File: src/rtl/shift_register_pkg.sv
// Shared definitions for the parametrised shift register / delay line.
// Mode encodings are common to the top level and every stage.
package shift_register_pkg;

  localparam logic [1:0] SR_MODE_FWD   = 2'b00;
  localparam logic [1:0] SR_MODE_REV   = 2'b01;
  localparam logic [1:0] SR_MODE_ROT   = 2'b10;
  localparam logic [1:0] SR_MODE_FLUSH = 2'b11;

  // Only true shifts advance the fill tracker; rotation just recirculates.
  function automatic logic sr_counts_shift(input logic [1:0] mode);
    return (mode == SR_MODE_FWD) || (mode == SR_MODE_REV);
  endfunction

endpackage

File: src/rtl/shift_stage.sv
// One WIDTH-bit storage stage with its own next-value selection, so the
// top level only has to wire neighbours together.
module shift_stage
  import shift_register_pkg::*;
#(
  parameter int WIDTH = 1
) (
  input  logic             clk,
  input  logic             reset,
  input  logic             en,
  input  logic [1:0]       mode,
  input  logic [WIDTH-1:0] fwd_in,
  input  logic [WIDTH-1:0] rev_in,
  input  logic [WIDTH-1:0] rot_in,
  output logic [WIDTH-1:0] q
);

  logic [WIDTH-1:0] next_q;

  always_comb begin
    next_q = '0;
    case (mode)
      SR_MODE_FWD:   next_q = fwd_in;
      SR_MODE_REV:   next_q = rev_in;
      SR_MODE_ROT:   next_q = rot_in;
      SR_MODE_FLUSH: next_q = '0;
      default:       next_q = '0;
    endcase
  end

  always_ff @(posedge clk or posedge reset) begin
    if (reset) begin
      q <= '0;
    end else if (en) begin
      q <= next_q;
    end
  end

endmodule

File: src/rtl/shift_register_param.sv
// WIDTH x DEPTH shift register / programmable delay line with enable,
// forward/reverse shift, rotation, flush, run-time tap and fill tracking.
module shift_register_param
  import shift_register_pkg::*;
#(
  parameter  int WIDTH = 1,
  parameter  int DEPTH = 124,
  localparam int TAP_W = (DEPTH > 1) ? $clog2(DEPTH) : 1,
  localparam int CNT_W = $clog2(DEPTH + 1)
) (
  input  logic             clk,
  input  logic             reset,
  input  logic             en,
  input  logic [1:0]       mode,
  input  logic [WIDTH-1:0] data_in,
  input  logic [TAP_W-1:0] tap_sel,
  output logic [WIDTH-1:0] data_out,
  output logic [WIDTH-1:0] rev_out,
  output logic [WIDTH-1:0] tap_out,
  output logic [CNT_W-1:0] fill_count,
  output logic             primed
);

  localparam logic [CNT_W-1:0] FILL_MAX = CNT_W'(DEPTH);

  logic [WIDTH-1:0] stage_q [DEPTH];

  // Stage 0 takes the serial input going forward and the far end when
  // rotating; the last stage takes the serial input going in reverse.
  for (genvar i = 0; i < DEPTH; i++) begin : g_stage
    logic [WIDTH-1:0] fwd_src;
    logic [WIDTH-1:0] rev_src;
    logic [WIDTH-1:0] rot_src;

    if (i == 0) begin : g_head
      assign fwd_src = data_in;
      assign rot_src = stage_q[DEPTH-1];
    end else begin : g_body
      assign fwd_src = stage_q[i-1];
      assign rot_src = stage_q[i-1];
    end

    if (i == DEPTH - 1) begin : g_tail
      assign rev_src = data_in;
    end else begin : g_inner
      assign rev_src = stage_q[i+1];
    end

    shift_stage #(
      .WIDTH (WIDTH)
    ) u_stage (
      .clk    (clk),
      .reset  (reset),
      .en     (en),
      .mode   (mode),
      .fwd_in (fwd_src),
      .rev_in (rev_src),
      .rot_in (rot_src),
      .q      (stage_q[i])
    );
  end

  always_ff @(posedge clk or posedge reset) begin
    if (reset) begin
      fill_count <= '0;
    end else if (en) begin
      if (mode == SR_MODE_FLUSH) begin
        fill_count <= '0;
      end else if (sr_counts_shift(mode) && (fill_count != FILL_MAX)) begin
        fill_count <= fill_count + 1'b1;
      end
    end
  end

  // Out-of-range selects fall through to zero rather than aliasing a stage.
  always_comb begin
    tap_out = '0;
    for (int i = 0; i < DEPTH; i++) begin
      if (32'(tap_sel) == i) begin
        tap_out = stage_q[i];
      end
    end
  end

  assign data_out = stage_q[DEPTH-1];
  assign rev_out  = stage_q[0];
  assign primed   = (fill_count == FILL_MAX);

endmodule

File: config.mk
export PLATFORM = sky130hd
export DESIGN_NAME = shift_register_param
export DESIGN_NICKNAME = d
export VERILOG_FILES = /design/src/rtl/shift_register_pkg.sv /design/src/rtl/shift_stage.sv /design/src/rtl/shift_register_param.sv
export SDC_FILE = /design/constraint.sdc
export NUM_CORES = 1
export LEC_CHECK = 0
export BUFFER_PORTS_ARGS = -buffer_cell sky130_fd_sc_hd__clkbuf_2
export CAP_MARGIN = 20
export CELL_PAD_IN_SITES_DETAIL_PLACEMENT = 0
export CELL_PAD_IN_SITES_GLOBAL_PLACEMENT = 1
export CORE_ASPECT_RATIO = 0.6
export CORE_UTILIZATION = 28
export CTS_BUF_LIST = sky130_fd_sc_hd__clkbuf_4 sky130_fd_sc_hd__clkbuf_8 sky130_fd_sc_hd__clkbuf_16
export CTS_CLUSTER_SIZE = 30
export DETAILED_ROUTE_END_ITERATION = 7
export HOLD_SLACK_MARGIN = 0.12
export PLACE_DENSITY = 0.47
export SYNTH_ARGS = -nofsm -noshare
export SYNTH_HDL_FRONTEND = slang
export SYNTH_HIERARCHICAL = 1
export SYNTH_SLANG_ARGS = --single-unit
File: constraint.sdc
create_clock -name clk -period 4.6 [get_ports clk]
set_clock_uncertainty 0.1 [all_clocks]
set_input_delay 0.23 -clock clk [delete_from_list [all_inputs] [get_ports clk]]
set_output_delay 0.23 -clock clk [all_outputs]
set_load 0.02 [all_outputs]
Yosys cells after proc, flatten, opt, wreduce, memory -nomap -nowiden
Index checks and enable logic that the tools add are counted.
Word-level totals
  word-level logic and storage cells: 511
  output and inout port bits: 11
  input bits: 13
  register bits after elaboration: 131
Cells by class
  multiplexer cells: 250
  add/subtract/negate cells: 1
  equal/unequal tests: 128
  reductions and logical operators: 7
Operator list (count)
  equality test 7 bit (second input constant): 61
  case mux 1 bit (3 select lines): 123
  equality test 7 x 6 -> 1 bit (second input constant): 32
  2-to-1 mux 1 bit: 124
  equality test 7 x 5 -> 1 bit (second input constant): 16
  equality test 7 x 4 -> 1 bit (second input constant): 8
  equality test 7 x 3 -> 1 bit (second input constant): 4
  equality test 7 x 2 -> 1 bit (second input constant): 2
  2-to-1 mux 7 bit: 2
  adder 7 x 1 -> 7 bit (second input constant): 1
  equality test 7 x 1 -> 1 bit (second input constant): 1
  logical NOT 7 bit: 1
  != test 7 bit (second input constant): 1
  equality test 2 bit (second input constant): 2
  case mux 1 bit (4 select lines): 1
  equality test 2 x 1 -> 1 bit (second input constant): 1
  logical NOT 2 bit: 1
  AND reduction 2 bit: 1
  nonzero test 2 bit: 1
  OR reduction 2 bit: 1
  logical AND 1 bit: 1
  logical OR 1 bit: 1

Depth between registers and ports, before layout
  word-level depth: 125
  mapped depth: 11
  depth with buffers taken out: 8

Modules after synthesis
The synthesis kept the hierarchy.
By module, submodules not included
  shift_stage: cells an instance 6, area an instance 61.3 sq um, seq. area each 25.0 sq um, instances 124
  shift_register_param: cells an instance 360, area an instance 2524.9 sq um, seq. area each 175.2 sq um, instances 1

Worst setup path before layout
OpenSTA, ideal clock, no wires.
  path type: input to output
  from: input port tap_sel[2]
  to: output port tap_out
  stages: 9
  arrival time: 2.261 ns
  path buffers: 1
  required time: 4.270 ns
  setup slack: 2.009 ns
  path through: buf_2 nor2b_1 o311ai_4 a21boi_2 a22oi_1 a2111oi_4 a21oi_1 a21oi_1 o32ai_1
Between the ends
  cells in the longest elaborated chain, start to end: 125
  elaborated cells between the ends (all ways): 248
  those cells by class: eq/ne: 123; mux: 124; reduce/logical: 1
Ends and longest elaborated chain
  start: declaration: line shift_register_param.sv:16  | input logic [TAP_W-1:0] tap_sel,
  logical NOT 7 bit: line shift_register_param.sv:79  | if (32'(tap_sel) == i) begin
  2-to-1 mux 1 bit (123 in series): line shift_register_param.sv:79
  2-to-1 mux 1 bit *: line shift_register_param.sv:79
  end: declaration: line shift_register_param.sv:19  | output logic [WIDTH-1:0] tap_out,
Mark *: on every way between the ends. The rest lies on a longest branch, timed or not.

Worst setup path in the final report
  from: input port tap_sel[3]
  to: output port tap_out
Same word-level chain as after synthesis.

==> flow_metrics.py <==
metrics = {
    "setup_path": {
        "critPathKind": "primary input to primary output",
        "rr_startpoint": "fill_count[0]",
        "cp.arrival_ps": 3190,
        "critPathMaxFanout": 30,
        "cp.required_ps": 4270,
        "setup.worst_path.end_class": "primary output",
        "worst_setup_path_start_kind": "primary input",
        "critical_path.startpoint": "tap_sel[3]",
    },
    "clock_network": {
        "clk_pin_slew_ps": 60,
        "cts_tree": "built",
        "clk_latency_ps": 440,
        "h-tree-depth": 4,
        "cts_hold_buf": 2,
        "cts_buffers": 17,
        "clk_path_buf_depth": 2,
        "cts_resized": 0,
        "clkSinkCount": 131,
        "post_cts_buffers": 0,
        "root_buffer": "clkbuf_16",
    },
    "grt": {
        "grt_pass1_vias": 8252,
        "track_usage_pct": 17.9,
        "grt_overflow_total": 0,
        "grt_max_degree": 130,
        "antenna_found_initial": 0,
        "grt_pass1_wl_um": 50800,
    },
    "power": {
        "p_int_mw": 2.55,
        "switching_share_pct": 33.7,
        "power.total_mw": 3.84,
        "pwr-share-seq_pct": 41.4,
        "peakVddDrop_mv": 0.259,
        "combPwrFrac_pct": 21.8,
        "total_leakage_power_nw": 4.73,
        "pwr-share-clk_pct": 36.9,
        "switching_power_mw": 1.29,
        "power_density_nw_per_um2": 336,
    },
    "detailed_routing": {
        "met2RoutedLength_um": 12500,
        "drt_wl_total_um": 31500,
        "post_drt_wl_per_cell_um": 19.6,
        "avgViaCountPerCell": 5.30,
        "drc": 0,
        "route.antenna.remaining_nets": 0,
        "wl_met1_um": 18000,
        "wl_met3_um": 757,
        "drtIter0Drc": 630,
        "num_vias": 8521,
        "top_layer": "met4",
        "dr.pass1.iters": 5,
    },
    "synth": {
        "yosysWarnings": 6,
        "synthFlopType": "dfrtp_1",
        "synth_fp_nets": 1119,
        "synth_top_area_share_pct": 32.4,
        "ys_ff_latch": 131,
        "synth_edf_count": 0,
        "synthTopCellsByCount": "mux2i_1, inv_1, dfrtp_1",
        "synth_cells": 1104,
        "synthArstFlopShare_pct": 100,
        "synth.area.top_cells": "dfrtp_1, mux2i_1, o211ai_1",
        "synth_top_area_cell": "dfrtp_1",
        "synth_area_um2": 10100,
        "synth.most_common_cell": "mux2i_1",
        "synth.avg_cell_area_um2": 9.17,
        "ys_types": 69,
        "yosysSeqAreaShare_pct": 32.4,
    },
    "final_layout": {
        "syn2layout_area_growth_pct": 12.7,
        "n_antenna_cell": 0,
        "nFillCells": 3773,
        "drive_gt1_share_pct": 8.23,
        "seq_area_um2": 3280,
        "final-instance-count-excl-fill": 1609,
        "multi_input_area_um2": 6140,
        "final_net_count": 1145,
    },
    "worst_hold_path": {
        "holdCritPathClass": "primary input to register",
        "hold_start": "en",
    },
    "floorplan": {
        "die_width_um": 248,
        "dieArea_um2": 37000,
        "fp.coreArea_um2": 35300,
        "die_h_um": 149,
        "start_util_pct": 28.7,
        "boundaryPins": 24,
        "placementRows": 53,
    },
    "timing": {
        "worst_slew_pin_slew_ps": 936,
        "period_needed_ps": 3520,
        "hold_ws_ps": 295,
        "grt_setup_unrepaired": "no",
        "setup_violations": 0,
        "maxSlewViolCount": 0,
        "min_period_over_period_pct": 76.4,
        "fmax_ghz": 0.284,
        "hold_viol_final": 0,
        "relSlewSlack_pct": 37.6,
        "fin_tns_setup_ps": 0,
    },
    "run_status": {
        "outcome": "finished, final reports clean",
    },
    "placement": {
        "place_congestion": 0.865,
        "dpl.cell_count": 1576,
        "portBuffers": 23,
        "dp_hpwl_um": 20700,
    },
    "flow_run": {
        "max_cap_viol_count": 0,
    },
}
[layout by cell type (no fill, tap or decap), drive strengths merged, types with 3 or more instances in the layout]
master and count:
mux2i 140, a21o 5, and3 4, nand3 7, o32ai 9, nor2 33, mux4 3, a22oi 5
nand2b 11, a21oi 26, clkbuf 39, nand2 26, o31ai 5, a21boi 3, nand3b 127, nor3 9
o21a 126, dfrtp 131, nor2b 8, o22a 3, a31oi 6, nor3b 10, a211oi 3, o21ai 32
nand4 6, o311ai 3, o32a 3, mux2 11, xor2 3, o211ai 129, or3b 3, or3 5
clkinvlp 4, o22ai 9, buf 19, inv 137
[cell type report]
type	count	area share, %
Inverter	134	4.41
Tap cell	467	5.12
Clock inverter	11	1.11
Multi-Input combinational cell	806	53.8
Clock buffer	20	4.09
Timing Repair Buffer	40	2.76
Sequential cell	131	28.7
[through the flow]
step	cell area (um^2)	worst slack, ps	util (%)
2_1_floorplan	10100	2010	-
4_1_cts	11400	1080	32.4
5_1_grt	11400	912	32.4
3_5_place_dp	10800	1100	30.6
3_3_place_gp	10800	1140	30.6
6_report	11400	1080	32.4
[state kept, by name, summed over array words and instances, names as in the netlist]
signal and count:
fill_count 7, g_stage.u_stage/q 124
[routing by layer]
metal	track usage, %	vias to the layer above
li1	-	4220
met1	28.9	4180
met2	23.5	98
met3	2.81	23
met4	5.15	0
met5	0	-
[path summary, 6_finish.rpt]
path / endpoint / slack [ps] / cells after the start
max in group asynchronous: fill_count[4] / 3140 / 4
setup reg to reg: fill_count[5] / 2230 / 8
setup / recovery: tap_out / 1080 / 10
min in group asynchronous: g_stage[99].u_stage/q / 410 / 3
hold / removal: g_stage[28].u_stage/q / 290 / 2
hold reg to reg: g_stage[120].u_stage/q / 480 / 1
[kinds of logic (layout without fill, tap and decap cells)]
family	Yosys count	in the layout	share of synthesized area (%)
AND/OR/NAND/NOR	261	261	16.5
flip-flops	131	131	32.4
buffers and inverters	167	205	6.97
XOR/XNOR	3	3	0.259
adder cells (fa/ha/maj)	2	2	0.247
multiplexers	154	154	15.7
AO/OA/AOI/OAI	386	386	27.9
[critical path, stage by stage]
cell and delay, ps:
clkbuf_2 380, nor3_2 610, o21ai_0 300, o221a_2 330
o21ai_0 70, a41oi_1 120, o21ai_0 280, a21oi_1 110
o32ai_1 470, clkbuf_2 260
[power by group through the flow]
stage	clock, mW	sequential (mW)	combinational [mW]
after floorplan	0	1.50	0.580
after global placement	0	1.62	0.836
after detailed placement	0	1.61	0.841
after CTS	1.48	1.60	0.847
after global routing	1.51	1.63	0.941
final	1.42	1.59	0.836
Power figures use the tool's default switching activity.
